==> src/rtl/text_grid_pkg.sv <==
// text_grid_pkg: shared state encoding and character constants for the text-grid controller.
package text_grid_pkg;

    typedef enum logic [1:0] {
        CLEAR  = 2'd0,
        IDLE   = 2'd1,
        SCROLL = 2'd2
    } state_t;

    localparam int         CHAR_W      = 8;
    localparam logic [7:0] CH_SPACE    = 8'h20;
    localparam logic [7:0] CH_LF       = 8'h0A;
    localparam logic [7:0] CH_BS       = 8'h08;
    localparam logic [7:0] CH_PRINT_LO = 8'h20;
    localparam logic [7:0] CH_PRINT_HI = 8'h7E;

endpackage

==> src/rtl/text_grid_ram.sv <==
// text_grid_ram: DEPTH x CHAR_W character store, one synchronous write and one synchronous read port.
// A read and a write of the same address in one cycle returns the previous contents.
module text_grid_ram
    import text_grid_pkg::*;
#(
    parameter int DEPTH = 64,
    parameter int AW    = 6
) (
    input  logic              clk,
    input  logic              we,
    input  logic [AW-1:0]     waddr,
    input  logic [CHAR_W-1:0] wdata,
    input  logic [AW-1:0]     raddr,
    output logic [CHAR_W-1:0] rdata
);

    logic [CHAR_W-1:0] mem [DEPTH];

    always_ff @(posedge clk) begin
        if (we) begin
            mem[waddr] <= wdata;
        end
        rdata <= mem[raddr];
    end

endmodule

==> src/rtl/text_grid_ctrl.sv <==
// text_grid_ctrl: ROWS x COLS text buffer with a cursor-driven byte writer and a per-pixel lookup port.
// Define TEXT_GRID_SCROLL_EN to scroll the buffer up instead of wrapping the cursor back to row 0.
module text_grid_ctrl
    import text_grid_pkg::*;
#(
    parameter int COLS  = 16,
    parameter int ROWS  = 4,
    parameter int PITCH = 8
) (
    input  logic                    clk,
    input  logic                    rst,
    input  logic                    wr_valid,
    input  logic [7:0]              wr_char,
    output logic                    wr_ready,
    input  logic                    clear,
    input  logic [11:0]             Hpos,
    input  logic [11:0]             Vpos,
    input  logic [11:0]             Hori,
    input  logic [11:0]             Vori,
    input  logic [11:0]             size,
    output logic [7:0]              AsciiCode,
    output logic [11:0]             CharHori,
    output logic [11:0]             CharVori,
    output logic                    busy,
    output logic [$clog2(COLS)-1:0] cur_col,
    output logic [$clog2(ROWS)-1:0] cur_row
);

    localparam int CW    = $clog2(COLS);
    localparam int RW    = $clog2(ROWS);
    localparam int CELLS = ROWS * COLS;
    localparam int AW    = $clog2(CELLS);

    localparam logic [CW-1:0] COL_LAST  = CW'(COLS - 1);
    localparam logic [RW-1:0] ROW_LAST  = RW'(ROWS - 1);
    localparam logic [AW-1:0] ADDR_LAST = AW'(CELLS - 1);
`ifdef TEXT_GRID_SCROLL_EN
    // Cursor parks on the last row while the rows above are shifted up.
    localparam logic [RW-1:0] ROW_WRAP  = ROW_LAST;
    localparam logic [AW-1:0] COPY_END  = AW'(COLS * (ROWS - 1));
`else
    localparam logic [RW-1:0] ROW_WRAP  = '0;
`endif

    state_t            state, state_nx;
    logic [AW-1:0]     cnt, cnt_nx;
    logic              accept, take;
    logic              is_print, is_lf, is_bs, row_adv;
    logic [RW-1:0]     row_next;
    logic              we;
    logic [AW-1:0]     waddr;
    logic [CHAR_W-1:0] wdata;
    logic [AW-1:0]     look_addr;
    logic [CHAR_W-1:0] look_q;
`ifdef TEXT_GRID_SCROLL_EN
    logic              row_ovf;
    logic [AW-1:0]     shadow_addr;
    logic [CHAR_W-1:0] shadow_q;
`endif

    function automatic logic [AW-1:0] cell_addr(input logic [RW-1:0] r, input logic [CW-1:0] c);
        return AW'(r) * AW'(COLS) + AW'(c);
    endfunction

    // Byte decode; a clear in the same cycle swallows the accepted byte.
    always_comb begin
        accept   = wr_valid && wr_ready;
        take     = accept && !clear;
        is_print = (wr_char >= CH_PRINT_LO) && (wr_char <= CH_PRINT_HI);
        is_lf    = (wr_char == CH_LF);
        is_bs    = (wr_char == CH_BS) && (cur_col != '0);
        row_adv  = is_lf || (is_print && (cur_col == COL_LAST));
        row_next = (cur_row == ROW_LAST) ? ROW_WRAP : cur_row + 1'b1;
`ifdef TEXT_GRID_SCROLL_EN
        row_ovf  = take && row_adv && (cur_row == ROW_LAST);
`endif
    end

    always_ff @(posedge clk) begin
        if (rst) begin
            state <= CLEAR;
            cnt   <= '0;
        end else begin
            state <= state_nx;
            cnt   <= cnt_nx;
        end
    end

    always_comb begin
        state_nx = state;
        cnt_nx   = cnt;
        unique case (state)
            CLEAR, SCROLL: begin
                if (cnt == ADDR_LAST) begin
                    state_nx = IDLE;
                    cnt_nx   = '0;
                end else begin
                    cnt_nx = cnt + 1'b1;
                end
            end
            IDLE: begin
`ifdef TEXT_GRID_SCROLL_EN
                if (row_ovf) begin
                    state_nx = SCROLL;
                end
`endif
                cnt_nx = '0;
            end
            default: begin
                state_nx = CLEAR;
                cnt_nx   = '0;
            end
        endcase
        if (clear) begin
            state_nx = CLEAR;
            cnt_nx   = '0;
        end
    end

    always_comb begin
        wr_ready = (state == IDLE);
        busy     = (state != IDLE);
        we       = 1'b0;
        waddr    = cnt;
        wdata    = CH_SPACE;
        case (state)
            CLEAR: we = 1'b1;
            IDLE: begin
                if (take && is_print) begin
                    we    = 1'b1;
                    waddr = cell_addr(cur_row, cur_col);
                    wdata = wr_char;
                end else if (take && is_bs) begin
                    we    = 1'b1;
                    waddr = cell_addr(cur_row, cur_col - 1'b1);
                end
            end
`ifdef TEXT_GRID_SCROLL_EN
            SCROLL: begin
                we = 1'b1;
                if (cnt < COPY_END) begin
                    wdata = shadow_q;
                end
            end
`endif
            default: ;
        endcase
    end

    always_ff @(posedge clk) begin
        if (rst || clear || (state == CLEAR)) begin
            cur_col <= '0;
            cur_row <= '0;
        end else if (take) begin
            if (row_adv) begin
                cur_col <= '0;
                cur_row <= row_next;
            end else if (is_print) begin
                cur_col <= cur_col + 1'b1;
            end else if (is_bs) begin
                cur_col <= cur_col - 1'b1;
            end
        end
    end

    text_grid_ram #(.DEPTH(CELLS), .AW(AW)) u_ram (
        .clk   (clk),
        .we    (we),
        .waddr (waddr),
        .wdata (wdata),
        .raddr (look_addr),
        .rdata (look_q)
    );

`ifdef TEXT_GRID_SCROLL_EN
    // Replica of the buffer gives the scroll copy its own read port; the read leads the write by one cycle.
    assign shadow_addr = cnt_nx + AW'(COLS);

    text_grid_ram #(.DEPTH(CELLS), .AW(AW)) u_shadow (
        .clk   (clk),
        .we    (we),
        .waddr (waddr),
        .wdata (wdata),
        .raddr (shadow_addr),
        .rdata (shadow_q)
    );
`endif

    // Lookup stage p0: cell coordinates from the pixel position
    logic [11:0] cw, dx, dy, col_p0, row_p0;
    logic        hin, vin, inside_p0;

    always_comb begin
        cw        = 12'(PITCH) * size;
        hin       = (Hpos >= Hori);
        vin       = (Vpos >= Vori);
        dx        = hin ? (Hpos - Hori) : '0;
        dy        = vin ? (Vpos - Vori) : '0;
        col_p0    = (cw != '0) ? (dx / cw) : '0;
        row_p0    = (cw != '0) ? (dy / cw) : '0;
        inside_p0 = hin && vin && (size != '0) && (cw != '0) &&
                    (col_p0 < 12'(COLS)) && (row_p0 < 12'(ROWS));
        look_addr = AW'(row_p0 * 12'(COLS) + col_p0);
    end

    // Lookup stage p1: registered cell origin alongside the RAM read
    logic inside_p1;

    always_ff @(posedge clk) begin
        if (rst) begin
            inside_p1 <= 1'b0;
            CharHori  <= '0;
            CharVori  <= '0;
        end else begin
            inside_p1 <= inside_p0;
            CharHori  <= inside_p0 ? (Hori + col_p0 * cw) : Hori;
            CharVori  <= inside_p0 ? (Vori + row_p0 * cw) : Vori;
        end
    end

    assign AsciiCode = inside_p1 ? look_q : CH_SPACE;

endmodule
==> config.mk <==
export PLATFORM = sky130hd
export DESIGN_NAME = text_grid_ctrl
export DESIGN_NICKNAME = d
export VERILOG_FILES = /design/src/rtl/text_grid_pkg.sv /design/src/rtl/text_grid_ram.sv /design/src/rtl/text_grid_ctrl.sv
export SDC_FILE = /design/constraint.sdc
export NUM_CORES = 1
export LEC_CHECK = 0
export CORE_ASPECT_RATIO = 1.75
export CORE_MARGIN = 3
export CORE_UTILIZATION = 40
export DETAILED_ROUTE_END_ITERATION = 12
export GPL_ROUTABILITY_DRIVEN = 0
export MAX_ROUTING_LAYER = met4
export PLACE_DENSITY = 0.67
export SKIP_LAST_GASP = 1
export SYNTH_ARGS = -nofsm -noshare
export SYNTH_HDL_FRONTEND = slang
export SYNTH_SLANG_ARGS = --single-unit
==> constraint.sdc <==
create_clock -name clk -period 33.4 [get_ports clk]
set_input_delay 8.35 -clock clk [delete_from_list [all_inputs] [get_ports clk]]
set_output_delay 8.35 -clock clk [all_outputs]
set_load 0.05 [all_outputs]
==> results.py <==
metrics = {
    "status": {
        "outcome": "finished clean",
    },
    "worst_setup_path": {
        "max_stage_delay_ns": 0.88,
        "path_buf_inv": 7,
        "reg2reg_depth": 7,
        "crit_path_top_delay_cell": "a2111oi_0",
        "cp_max_fo": 11,
        "required_ns": 33.91,
        "critPathCaptureType": "flop",
        "crit_type": "primary input to flop",
        "worstSetupStartpointType": "primary input",
        "cp.depth": 82,
        "crit_path_frequent_cell": "ha_1",
        "arrival_ns": 29.54,
        "path_delay_family": "compound AO/OA/AOI/OAI gates",
    },
    "cts": {
        "clk_path_buf_depth": 3,
        "cts_hold_buf": 0,
        "post_cts_buffers": 0,
        "cts_resized": 0,
        "cts_tree": "built",
        "htreeDepth": 2,
        "clk_pin_slew_ns": 0.07,
        "clock_latency_ns": 0.63,
        "cts_buffers": 50,
        "clkSinkCount": 558,
        "cts-root-buf": "clkbuf_16",
    },
    "drt": {
        "route.vias.total": 21350,
        "vias_per_cell": 5.672,
        "ant_nets": 0,
        "routedWlPerCell_um": 21.41,
        "drtIter0Drc": 1688,
        "wl_um": 80570,
        "dr.pass1.iters": 6,
        "drc": 0,
    },
    "sta": {
        "post-route-min-period_ns": 29.03,
        "setup_violations": 0,
        "hold_viol": 0,
        "clock.fmax_mhz": 34.44,
        "finalCritPeriodShare_pct": 86.92,
        "timing.setup.tns_ns": 0,
        "rsz0062_at_grt": "no",
        "worst_pin_slew_ns": 1.274,
        "maxSlewViolCount": 0,
        "slew-limit-headroom_pct": 15.06,
        "fin_skew_ns": 0.02656,
    },
    "global_routing": {
        "grt_start_max_net_pins": 75,
        "grt-ovfl-total": 0,
        "antenna_found_initial": 3,
        "grt_use_total_pct": 20.99,
        "grt_first_pass_wirelength_um": 123400,
        "grt_pass1_vias": 22068,
    },
    "floorplan": {
        "die_area_um2": 78190,
        "ios": 112,
        "core_um2": 73990,
        "die_h_um": 367.7,
        "start_util_pct": 40.41,
        "die_x_um": 212.7,
        "rows": 132,
    },
    "logic_synthesis": {
        "yosysSeqAreaShare_pct": 54.51,
        "ys_ff_latch": 558,
        "synth_edf_count": 512,
        "synth_flop_cell": "edfxtp_1",
        "synth.top_cell.area_share_pct": 51.42,
        "synth_top_area_cell": "edfxtp_1",
        "synth_cell_types": 80,
        "async_reset_ff_share_pct": 0,
        "synth.avg_cell_area_um2": 11.28,
        "synth_warnings": 0,
        "postSynthCellCount": 2651,
        "synth.cell_area_um2": 29900,
        "yosys-top-cells-area": "edfxtp_1 51%, ha_1 7.2%, nand2_1 4.1%",
    },
    "placement": {
        "post-place-cells": 3670,
        "io_buffer_count": 108,
        "place_hpwl_um": 56380,
    },
    "cells_and_area": {
        "nNetsFinal": 3068,
        "layout.cells.non_filler": 3764,
        "mostFrequentLayoutCells": "512 x edfxtp_1, 326 x nand2_1, 258 x nor2_1",
        "area_growth_pct": 13.16,
        "layout_commonest_cell": "edfxtp_1",
        "drive_gt1_share_pct": 6.516,
    },
    "worst_hold_path": {
        "whs_path_depth": 1,
        "hold_class": "flop to flop",
    },
    "power": {
        "power_leakage_nw": 12.44,
        "p_int_w": 0.001274,
        "power_frac_seq_pct": 41.3,
        "ir_worst_vdd_uv": 47.32,
        "p_comb_share_pct": 27.0,
        "p_sw_w": 0.0005745,
        "pwr_density_cell_nw_per_um2": 54.65,
        "p_clk_share_pct": 31.6,
        "swShare_pct": 31.07,
    },
    "flow_run": {
        "max_cap_violations": 0,
    },
}
path summary, 6_finish.rpt:
path	startpoint	endpoint	slack, ns
max	Vori[3]	CharVori[11]$_SDFF_PP0_	4.37
min	cnt[0]$_SDFF_PP0_	cnt[0]$_SDFF_PP0_	0.49
max reg2reg	state[0]$_SDFFE_PP0P_	u_ram.mem[20][3]$_DFFE_PP_	29.16
min reg2reg	cnt[0]$_SDFF_PP0_	cnt[0]$_SDFF_PP0_	0.49
registers in the layout, summed over array words and instances (netlist names):
name and count:
u_ram.mem 512, CharHori 12, CharVori 12, u_ram.rdata 8
cnt 6, cur_col 4, cur_row 2, inside_p1 1
state 1
cells in the mapped netlist, types with 14 or more instances:
library cell  number
a22oi_1           19
nand2_1          328
o21a_1            45
nand2b_1          16
a21o_1            27
ha_1             172
a211oi_1          31
o22ai_1           18
nor2_1           260
fa_1              40
buf_1             17
dfxtp_1           46
o211ai_1          37
nor3_1            68
a22o_1            22
and2_1            23
clkbuf_1          73
o221ai_1          21
a2bb2oi_1         22
inv_1            130
nand3_1           77
o21ai_0           61
mux2i_1           71
a311oi_1          22
mux2_2            28
edfxtp_1         512
or3_1             14
a21oi_1          144
nand4_1           16
xnor2_1           65
and3_1            27
buf_2             29
metal layers:
metal / track usage (%) / share of wire (%)
met2: 37.64 / 53
met4: 13.20 / 7.1
met1: 21.60 / 35
met5: - / 0
met3: 2.350 / 5.1
power groups by stage:
stage	sequential [W]	combinational, W	clock, W
3_3_place_gp	0.000779	0.000484	0
6_report	0.000764	0.000500	0.000585
4_1_cts	0.000764	0.000499	0.000592
3_5_place_dp	0.000779	0.000495	0
5_1_grt	0.000765	0.000547	0.000616
2_1_floorplan	0.000788	0.000343	0
per-stage QoR:
| stage | instance area (um2) | total power (W) | setup WS [ns] | util (%) | hold slack [ns] |
|---|---|---|---|---|---|
| 2_1_floorplan | 30130 | 0.001131 | 6.460 | - | 0.4373 |
| 3_3_place_gp | 32170 | 0.001263 | 4.283 | 43.48 | 0.4718 |
| 3_5_place_dp | 32170 | 0.001275 | 3.920 | 43.48 | 0.4788 |
| 4_1_cts | 33830 | 0.001856 | 4.526 | 45.72 | 0.4957 |
| 5_1_grt | 33830 | 0.001927 | 2.712 | 45.72 | 0.5464 |
| 6_report | 33830 | 0.001849 | 4.367 | 45.72 | 0.4890 |
logic make-up (layout without fill, tap and decap cells):
group,count (synthesis),after routing,share of synthesized area (%)
buf+inv,253,363,3.386
flops,558,558,54.51
mux,99,99,3.432
fa+ha+maj,212,212,9.877
xor+xnor,80,80,2.436
compound gates,574,574,13.37
other cells,1,66,0.01254
simple gates,874,874,12.99
layout make-up:
cell class	instances	area, um2
multi-input combinational	1903	12890
clock inverter	29	310.3
timing repair buffer	141	1329
tap	938	1174
antenna	2	5.005
clock buffer	63	1341
fill	6662	40160
sequential	558	16300
inverter	130	488.0
(Power assumes the default switching activity.)
